### src/rtl/fp_normalizer.sv
// Normalize / round / pack stage for the single-precision datapath.
// Takes a raw {sign, exponent, 28-bit mantissa} from the mantissa adder,
// left-shifts one bit per cycle until the hidden bit is set (or the exponent
// bottoms out), rounds to nearest-even in one cycle and packs an IEEE-754
// single together with overflow/underflow/inexact flags.
module fp_normalizer (
  input  logic        clk,
  input  logic        rst_n,
  input  logic        in_valid,
  output logic        in_ready,
  input  logic        sign,
  input  logic [7:0]  exp,
  input  logic [27:0] mantis,
  output logic        out_valid,
  input  logic        out_ready,
  output logic [31:0] result,
  output logic        overflow,
  output logic        underflow,
  output logic        inexact
);

  localparam logic [1:0] IDLE  = 2'd0;
  localparam logic [1:0] NORM  = 2'd1;
  localparam logic [1:0] ROUND = 2'd2;
  localparam logic [1:0] DONE  = 2'd3;

  logic [1:0]  state;
  logic        s_r;
  logic [8:0]  e_r;
  logic [27:0] m_r;
  logic        nz_r;

  // Round-to-nearest-even on bits [27:3]; bit 24 of the sum is the carry out
  // of the hidden-bit position.
  function automatic logic [24:0] round_rne(input logic [27:0] m);
    logic up;
    up = m[2] & (m[1] | m[0] | m[3]);
    return m[27:3] + {24'd0, up};
  endfunction

  // Post-round renormalize and pack. Returns {result, overflow, underflow, inexact}.
  // The exponent is 9 bits so a carry past 254 is still visible for saturation.
  function automatic logic [34:0] pack(input logic s, input logic [8:0] e,
                                       input logic [24:0] rnd, input logic nz,
                                       input logic ix);
    logic        carry;
    logic [8:0]  ef;
    logic        hid;
    logic [22:0] frac;
    carry = rnd[24];
    ef    = e + {8'd0, carry};
    hid   = carry | rnd[23];
    frac  = carry ? rnd[23:1] : rnd[22:0];
    if (ef >= 9'd255)
      return {s, 8'hFF, 23'd0, 1'b1, 1'b0, ix};
    else if (!hid)
      return {s, 8'h00, frac, 1'b0, nz, ix};
    else
      return {s, ef[7:0], frac, 1'b0, 1'b0, ix};
  endfunction

  assign in_ready  = (state == IDLE);
  assign out_valid = (state == DONE);

  // Control: FSM sequencing plus the registered result and flags.
  always_ff @(posedge clk) begin
    if (!rst_n) begin
      state     <= IDLE;
      result    <= 32'd0;
      overflow  <= 1'b0;
      underflow <= 1'b0;
      inexact   <= 1'b0;
    end else begin
      case (state)
        IDLE: begin
          if (in_valid) state <= NORM;
        end
        NORM: begin
          if (m_r[27] || (m_r == 28'd0) || m_r[26] || (e_r <= 9'd1))
            state <= ROUND;
        end
        ROUND: begin
          {result, overflow, underflow, inexact} <=
            pack(s_r, e_r, round_rne(m_r), nz_r, |m_r[2:0]);
          state <= DONE;
        end
        DONE: begin
          if (out_ready) begin
            overflow  <= 1'b0;
            underflow <= 1'b0;
            inexact   <= 1'b0;
            state     <= IDLE;
          end
        end
        default: state <= IDLE;
      endcase
    end
  end

  // Datapath: operand capture and the one-bit-per-cycle normalize shift.
  always_ff @(posedge clk) begin
    if (state == IDLE && in_valid) begin
      s_r  <= sign;
      e_r  <= (exp == 8'd0) ? 9'd1 : {1'b0, exp};
      m_r  <= mantis;
      nz_r <= |mantis;
    end else if (state == NORM) begin
      if (m_r[27]) begin
        // Carry out of the adder: one right shift, folding the lost bit into sticky.
        m_r <= {1'b0, m_r[27:2], m_r[1] | m_r[0]};
        e_r <= e_r + 9'd1;
      end else if (!((m_r == 28'd0) || m_r[26] || (e_r <= 9'd1))) begin
        m_r <= {m_r[26:0], 1'b0};
        e_r <= e_r - 9'd1;
      end
    end
  end

endmodule
### config.mk
export PLATFORM = sky130hd
export DESIGN_NAME = fp_normalizer
export DESIGN_NICKNAME = d
export VERILOG_FILES = /design/src/rtl/fp_normalizer.sv
export SDC_FILE = /design/constraint.sdc
export NUM_CORES = 1
export LEC_CHECK = 0
export CORE_AREA = 4 4 102 104
export DETAILED_ROUTE_END_ITERATION = 10
export DIE_AREA = 0 0 106 108
export PLACE_DENSITY = 0.74
export SYNTH_ARGS = -nofsm -noshare
export SYNTH_HDL_FRONTEND = slang
export SYNTH_SLANG_ARGS = --single-unit
export TNS_END_PERCENT = 1
### constraint.sdc
create_clock -name clk -period 4.7 [get_ports clk]
set_input_delay 0.94 -clock clk [delete_from_list [all_inputs] [get_ports clk]]
set_output_delay 0.94 -clock clk [all_outputs]
set_load 0.005 [all_outputs]
==> reports/results.ini <==
[worst_setup_path]
crit_required_ns = 4.95
critical_path_class = reg -> reg
critPathMaxFanout = 18
end_kind = flip-flop
crit_arrival_ns = 4.39
start_kind = flip-flop
reg2reg_slack_ns = 0.55

[yosys]
syn_inst = 516
synthDistinctLibCells = 60
yosysTopAreaCell = edfxtp_1
ys.flop_type = edfxtp_1
yosysTopAreaCellShare_pct = 25.3
netlist_area_um2 = 4630
synth_edf_count = 39
synth_area_leaders = edfxtp_1 (25%), dfxtp_1 (16%), nor2_1 (6.3%)
ys_warn_count = 0
avgSynthCellArea_um2 = 8.98
ys_ff_latch = 76
synthArstFlopShare_pct = 0
synth_nets = 567
yosysSeqAreaShare_pct = 41.3

[floorplanning]
fp.dieH_um = 108
io-pin-count = 78
start_util_pct = 48.5
dieArea_um2 = 11400
core_um2 = 9550
die_w_um = 106
placementRows = 36

[grt]
grt_pass1_vias = 3887
antenna_found_initial = 0
grt_pass1_wl_mm = 19.0
grt_overflow = 0
grt_usage_pct = 20.7
grt_max_degree = 51

[cts]
clk_latency_ns = 0.36
ctsHoldBuffers = 0
cts_tree = done
cts_setup_buffers = 0
cts.htree.levels = 3
cts_root_buf = clkbuf_8
clkTransAtPathRegs_ns = 0.08
cts_buffer_depth = 2
numClockSinks = 76
cts_buffers = 9

[sta]
rsz0062_at_grt = false
setup_violations = 0
slew_violations = 0
worstMarginPinSlew_ns = 0.937
maxSlewHeadroom_pct = 37.1
finalClockSkew_ns = 0.00708
fin_tns_setup_ns = 0
min_period_ns = 4.15
max_freq_ghz = 0.241
hold_violations = 0
post-route-period-util_pct = 88.2

[finish]
final_cell_mix = nor2_1 (78), clkdlybuf4s50_1 (77), nand2_1 (59), edfxtp_1 (39), dfxtp_1 (37)
nets = 625
area_delta_synth_final_pct = 22.3
drive_above_1_share_pct = 7.25
final_common_cell = nor2_1
insertedDiodeCount = 0
fin_cells = 712

[power]
power_w = 0.00373
power.share.sequential_pct = 39.7
clock_power_share_pct = 14.1
vdd_drop_max_mv = 0.289
internal_power_w = 0.00212
power.share.combinational_pct = 46.2
power.leakage_nw = 2.01
switching_share_pct = 43.1
p_sw_w = 0.00161
power.density_nw_per_um2 = 659

[route]
routed-via-count = 4194
drt-wirelength-per-cell_um = 16.5
ant_nets = 0
initialDrtViolationCount = 267
post-route-drc-count = 0
drt_first_pass_iters = 4
wirelength_mm = 11.7
viasPerCell = 5.89

[placement]
hpwl_mm = 8.73
place_inst = 696
portBuffers = 77
gp_congestion = 0.934

[run]
max_cap_violations = 0

[hold_path]
hp-class = reg -> reg

[outcome]
outcome = finished, final reports clean

critical path, stage by stage (launching register included):
cell      delay [ns]
edfxtp_1        0.47
and2_1          0.18
ha_1            0.22
nand4_1         0.18
nor4_4          0.55
nand2_4         0.14
xnor2_4         0.19
inv_4           0.12
ha_1            0.22
ha_1            0.23
and2_1          0.20
and3_1          0.20
a221o_1         0.31
o21ai_0         0.42
nor2_1          0.09
a221o_1         0.32
power groups by stage:
stage | logic, W | clock network [W] | registers [W]
floorplan | 0.00133 | 0 | 0.00129
global placement | 0.00167 | 0 | 0.00147
detailed placement | 0.00171 | 0 | 0.00149
CTS | 0.00172 | 0.000535 | 0.00147
global route | 0.00193 | 0.000556 | 0.00153
finish | 0.00173 | 0.000525 | 0.00148
metal layers:
layer | share of wire (%) | GRT usage [%] | wire length, um | up-vias
met5 | 0 | 0 | 0 | -
met4 | 1.5 | 7.12 | 178 | 0
met3 | 4.9 | 3.88 | 576 | 18
met2 | 45 | 33.0 | 5330 | 124
met1 | 48 | 28.5 | 5630 | 2005
li1 | - | - | - | 2047
flip-flops by register name, summed over array words and instances, names as in the netlist:
signal / cells
inexact: 1
m_r: 28
underflow: 1
nz_r: 1
result: 32
state: 2
s_r: 1
overflow: 1
e_r: 9
what timing repair did:
item,CTS,global route
gates resized for setup,0,1
endpoints found under the setup margin,0,1
hold endpoints to repair,0,0
through the flow:
step | instance area, um2 | setup slack (ns) | utilization, % | hold slack [ns]
floorplan | 4630 | 0.782 | - | 0.449
global placement | 5460 | 0.755 | 57.2 | 0.451
detailed placement | 5460 | 0.582 | 57.2 | 0.455
CTS | 5660 | 0.543 | 59.3 | 0.472
global route | 5670 | 0.181 | 59.3 | 0.481
finish | 5670 | 0.553 | 59.3 | 0.468
cells in the mapped netlist (4+ instances only):
cell	count
a21oi_1	13
a221oi_1	26
a31oi_1	4
a32o_1	18
and2_1	7
and3_1	9
and4_1	5
buf_2	8
clkbuf_1	23
dfxtp_1	37
edfxtp_1	39
ha_1	10
inv_1	9
nand2_1	59
nand2b_1	5
nand3_1	20
nand4_1	9
nor2_1	78
nor3_1	16
nor4_1	14
o21ai_0	12
o221a_2	8
xnor2_1	15
xor2_1	17
cell type report:
class / count / area (um2)
Clock inverter: 7 / 81.3
Multi-Input combinational cell: 392 / 2510
Timing Repair Buffer: 84 / 823
Sequential cell: 76 / 1910
Inverter: 11 / 43.8
Tap cell: 133 / 166
Fill cell: 900 / 3880
Clock buffer: 9 / 124
worst paths after layout:
kind | startpoint | end | depth (start not counted)
hold / removal | result[16]$_SDFFE_PN0P_ | result[16]$_SDFFE_PN0P_ | 1
setup / recovery | m_r[2]$_DFFE_PP_ | result[19]$_SDFFE_PN0P_ | 15
setup reg to reg | m_r[2]$_DFFE_PP_ | result[19]$_SDFFE_PN0P_ | 15
hold reg to reg | result[16]$_SDFFE_PN0P_ | result[16]$_SDFFE_PN0P_ | 1
cell families after synthesis:
kind of cell             synth area share, %
multiplexers                           0.675
XOR/XNOR                                6.65
AND/OR/NAND/NOR                         25.3
flip-flops                              41.3
AO/OA/AOI/OAI                           18.9
adder cells (fa/ha/maj)                 2.70
buffers and inverters                   4.57
(Power assumes the default switching activity.)
==> RTL change, RTL diff (same settings) <==
Put one more register stage on the output `overflow`, cleared by the reset. The value now appears one clock later. The other outputs are not delayed to match.
--- a/src/rtl/fp_normalizer.sv
+++ b/src/rtl/fp_normalizer.sv
@@ -23,6 +23,8 @@
   localparam logic [1:0] NORM  = 2'd1;
   localparam logic [1:0] ROUND = 2'd2;
   localparam logic [1:0] DONE  = 2'd3;
+
+  logic overflow_s0;
 
   logic [1:0]  state;
   logic        s_r;
@@ -67,7 +69,7 @@
     if (!rst_n) begin
       state     <= IDLE;
       result    <= 32'd0;
-      overflow  <= 1'b0;
+      overflow_s0 <= 1'b0;
       underflow <= 1'b0;
       inexact   <= 1'b0;
     end else begin
@@ -80,13 +82,13 @@
             state <= ROUND;
         end
         ROUND: begin
-          {result, overflow, underflow, inexact} <=
+          {result, overflow_s0, underflow, inexact} <=
             pack(s_r, e_r, round_rne(m_r), nz_r, |m_r[2:0]);
           state <= DONE;
         end
         DONE: begin
           if (out_ready) begin
-            overflow  <= 1'b0;
+            overflow_s0 <= 1'b0;
             underflow <= 1'b0;
             inexact   <= 1'b0;
             state     <= IDLE;
@@ -116,4 +118,12 @@
     end
   end
 
+  always_ff @(posedge clk) begin
+    if (!rst_n) begin
+      overflow <= '0;
+    end else begin
+      overflow <= overflow_s0;
+    end
+  end
+
 endmodule
Function: changed (a bounded check fails within 4 cycles, from zero or initial values and one cycle with rst_n low).
==> RTL change against the unedited design <==
Clock skew rose by 0.0044 ns; utilization fell by 0.69 points; largest power group unchanged; total power fell by 0.58%; die area did not move; fmax fell by 0.70%; sequential share of layout area rose by 0.76 points; final area fell by 1.2%; worst setup slack got worse by 0.029 ns; area after synthesis fell by 1.0%; sequential cell count rose by 1; wire length fell by 5.4%; largest cell class unchanged.
==> RTL change: results (changes against the unedited design) <==
[status]
status=completed

[clock_tree]
clock_latency_ns=0.36  ; about the same
cts_resized=0  ; unchanged
htree_levels=3  ; unchanged
cts_buffer_depth=2  ; unchanged
cts_buffers=9  ; unchanged
path_clk_slew_ns=0.08  ; about the same
cts_setup_buffers=0  ; unchanged
cts_root_buf=clkbuf_8

[synthesis]
synth_enable_flop_cells=39  ; unchanged
ys_types=49  ; -18%
seq_area_frac_synth=0.421  ; +0.00853
yosys_warnings=0  ; unchanged
synth_commonest_cells=nor2_1, nand2_1, edfxtp_1
dominantRegCellSynth=edfxtp_1
synthArstFlopShare=0  ; unchanged
synth.net_count=570  ; +0.53%
synth_area_leaders=edfxtp_1, dfxtp_1, nor2_1, nand2_1, a221oi_1

[placed_design]
portBuffers=77  ; unchanged
place.gp.congestion=0.894  ; -4.3%
dp_hpwl_mm=8.20  ; -6.0%

[final_layout]
drive_above_1_share=0.0609  ; -0.0117
top_regs=result: 32 flops, m_r: 28 flops, e_r: 9 flops
diodes=0  ; unchanged
nets=621  ; -0.64%

[global_routing]
grt_pass1_wl_mm=18.4  ; -3.4%
grt_start_max_net_pins=38  ; -25%
antenna_found_initial=0  ; unchanged
grt_pass1_vias=3857  ; -0.77%
grt_use_total=0.198  ; -0.00868

[worst_setup_path]
arrival_ns=4.44  ; +0.05 ns
crit_slowest_cell=edfxtp_1
path_delay_family=simple AND/OR/NAND/NOR gates
slowest_delay_ns=0.45  ; -0.10 ns
crit_path_max_fanout=18  ; unchanged

[drt]
wl_mm=11.1  ; -5.4%
drt_iter0_markers=190  ; -29%
vias_per_cell=5.67  ; -3.8%
detailedRoute.firstPassIterationCount=4  ; unchanged

[worst_hold_path]
worst_hold_path_type=reg -> reg

[sta]
slew_headroom=0.306  ; -0.0653
skew_ns=0.0115  ; +0.00440 ns

[power_and_ir_drop]
ir_drop_mv=0.297  ; +2.5%
p_leak_nw=2.02  ; +0.46%

[RTL change: power by group]
group          leakage, nW  switching [mW]  internal, mW
clock                0.116           0.257         0.353
combinational         1.22           0.901         0.712
sequential           0.685           0.390          1.10
[RTL change: metal layers]
metal,wire length [µm],up-vias,track usage,share of wire
met5,0,-,0,0
met4,229,0,0.0759,0.021
met3,675,23,0.0418,0.061
met2,5190,139,0.329,0.47
met1,4980,1871,0.256,0.45
li1,-,1979,-,-
[RTL change: path summary, 6_finish.rpt]
kind              start          to  slack (ns)  cells past startpoint
max reg2reg      m_r[2]  result[19]        0.52                     15
min reg2reg  result[22]  result[22]        0.46                      2
max              m_r[2]  result[19]        0.52                     15
min          result[22]  result[22]        0.46                      2
[RTL change: stage by stage]
step                cell area, µm²  power, mW  worst slack [ns]  std cells
floorplan                     4590       2.61             0.974        519
global placement              5360       3.06             0.723        692
detailed placement            5360       3.10             0.523        692
CTS                           5600       3.71             0.448        708
global route                  5600       4.00             0.118        708
finish                        5600       3.71             0.524        708
[RTL change: final cells by class]
cell class / count / area, µm²
Clock inverter: 6 / 111
Tap cell: 133 / 166
Multi-Input combinational cell: 386 / 2400
Timing Repair Buffer: 82 / 808
Fill cell: 869 / 3950
Clock buffer: 10 / 128
Sequential cell: 77 / 1930
Inverter: 14 / 53.8
[RTL change: cell families after synthesis]
family | count (synthesis) | share of synthesized area
AND/OR/NAND/NOR | 227 | 0.239
multiplexers | 14 | 0.0308
buffers and inverters | 56 | 0.0557
XOR/XNOR | 38 | 0.0726
adder cells (fa/ha/maj) | 10 | 0.0273
AO/OA/AOI/OAI | 97 | 0.153
flip-flops | 77 | 0.421
[RTL change: worst min-delay path, delay by kind of cell, from the launching register on]
kind	cells	cell delay [ns]
and+or+nand+nor	1	0.05
DFF	1	0.32
AOI/OAI and AO/OA	1	0.05
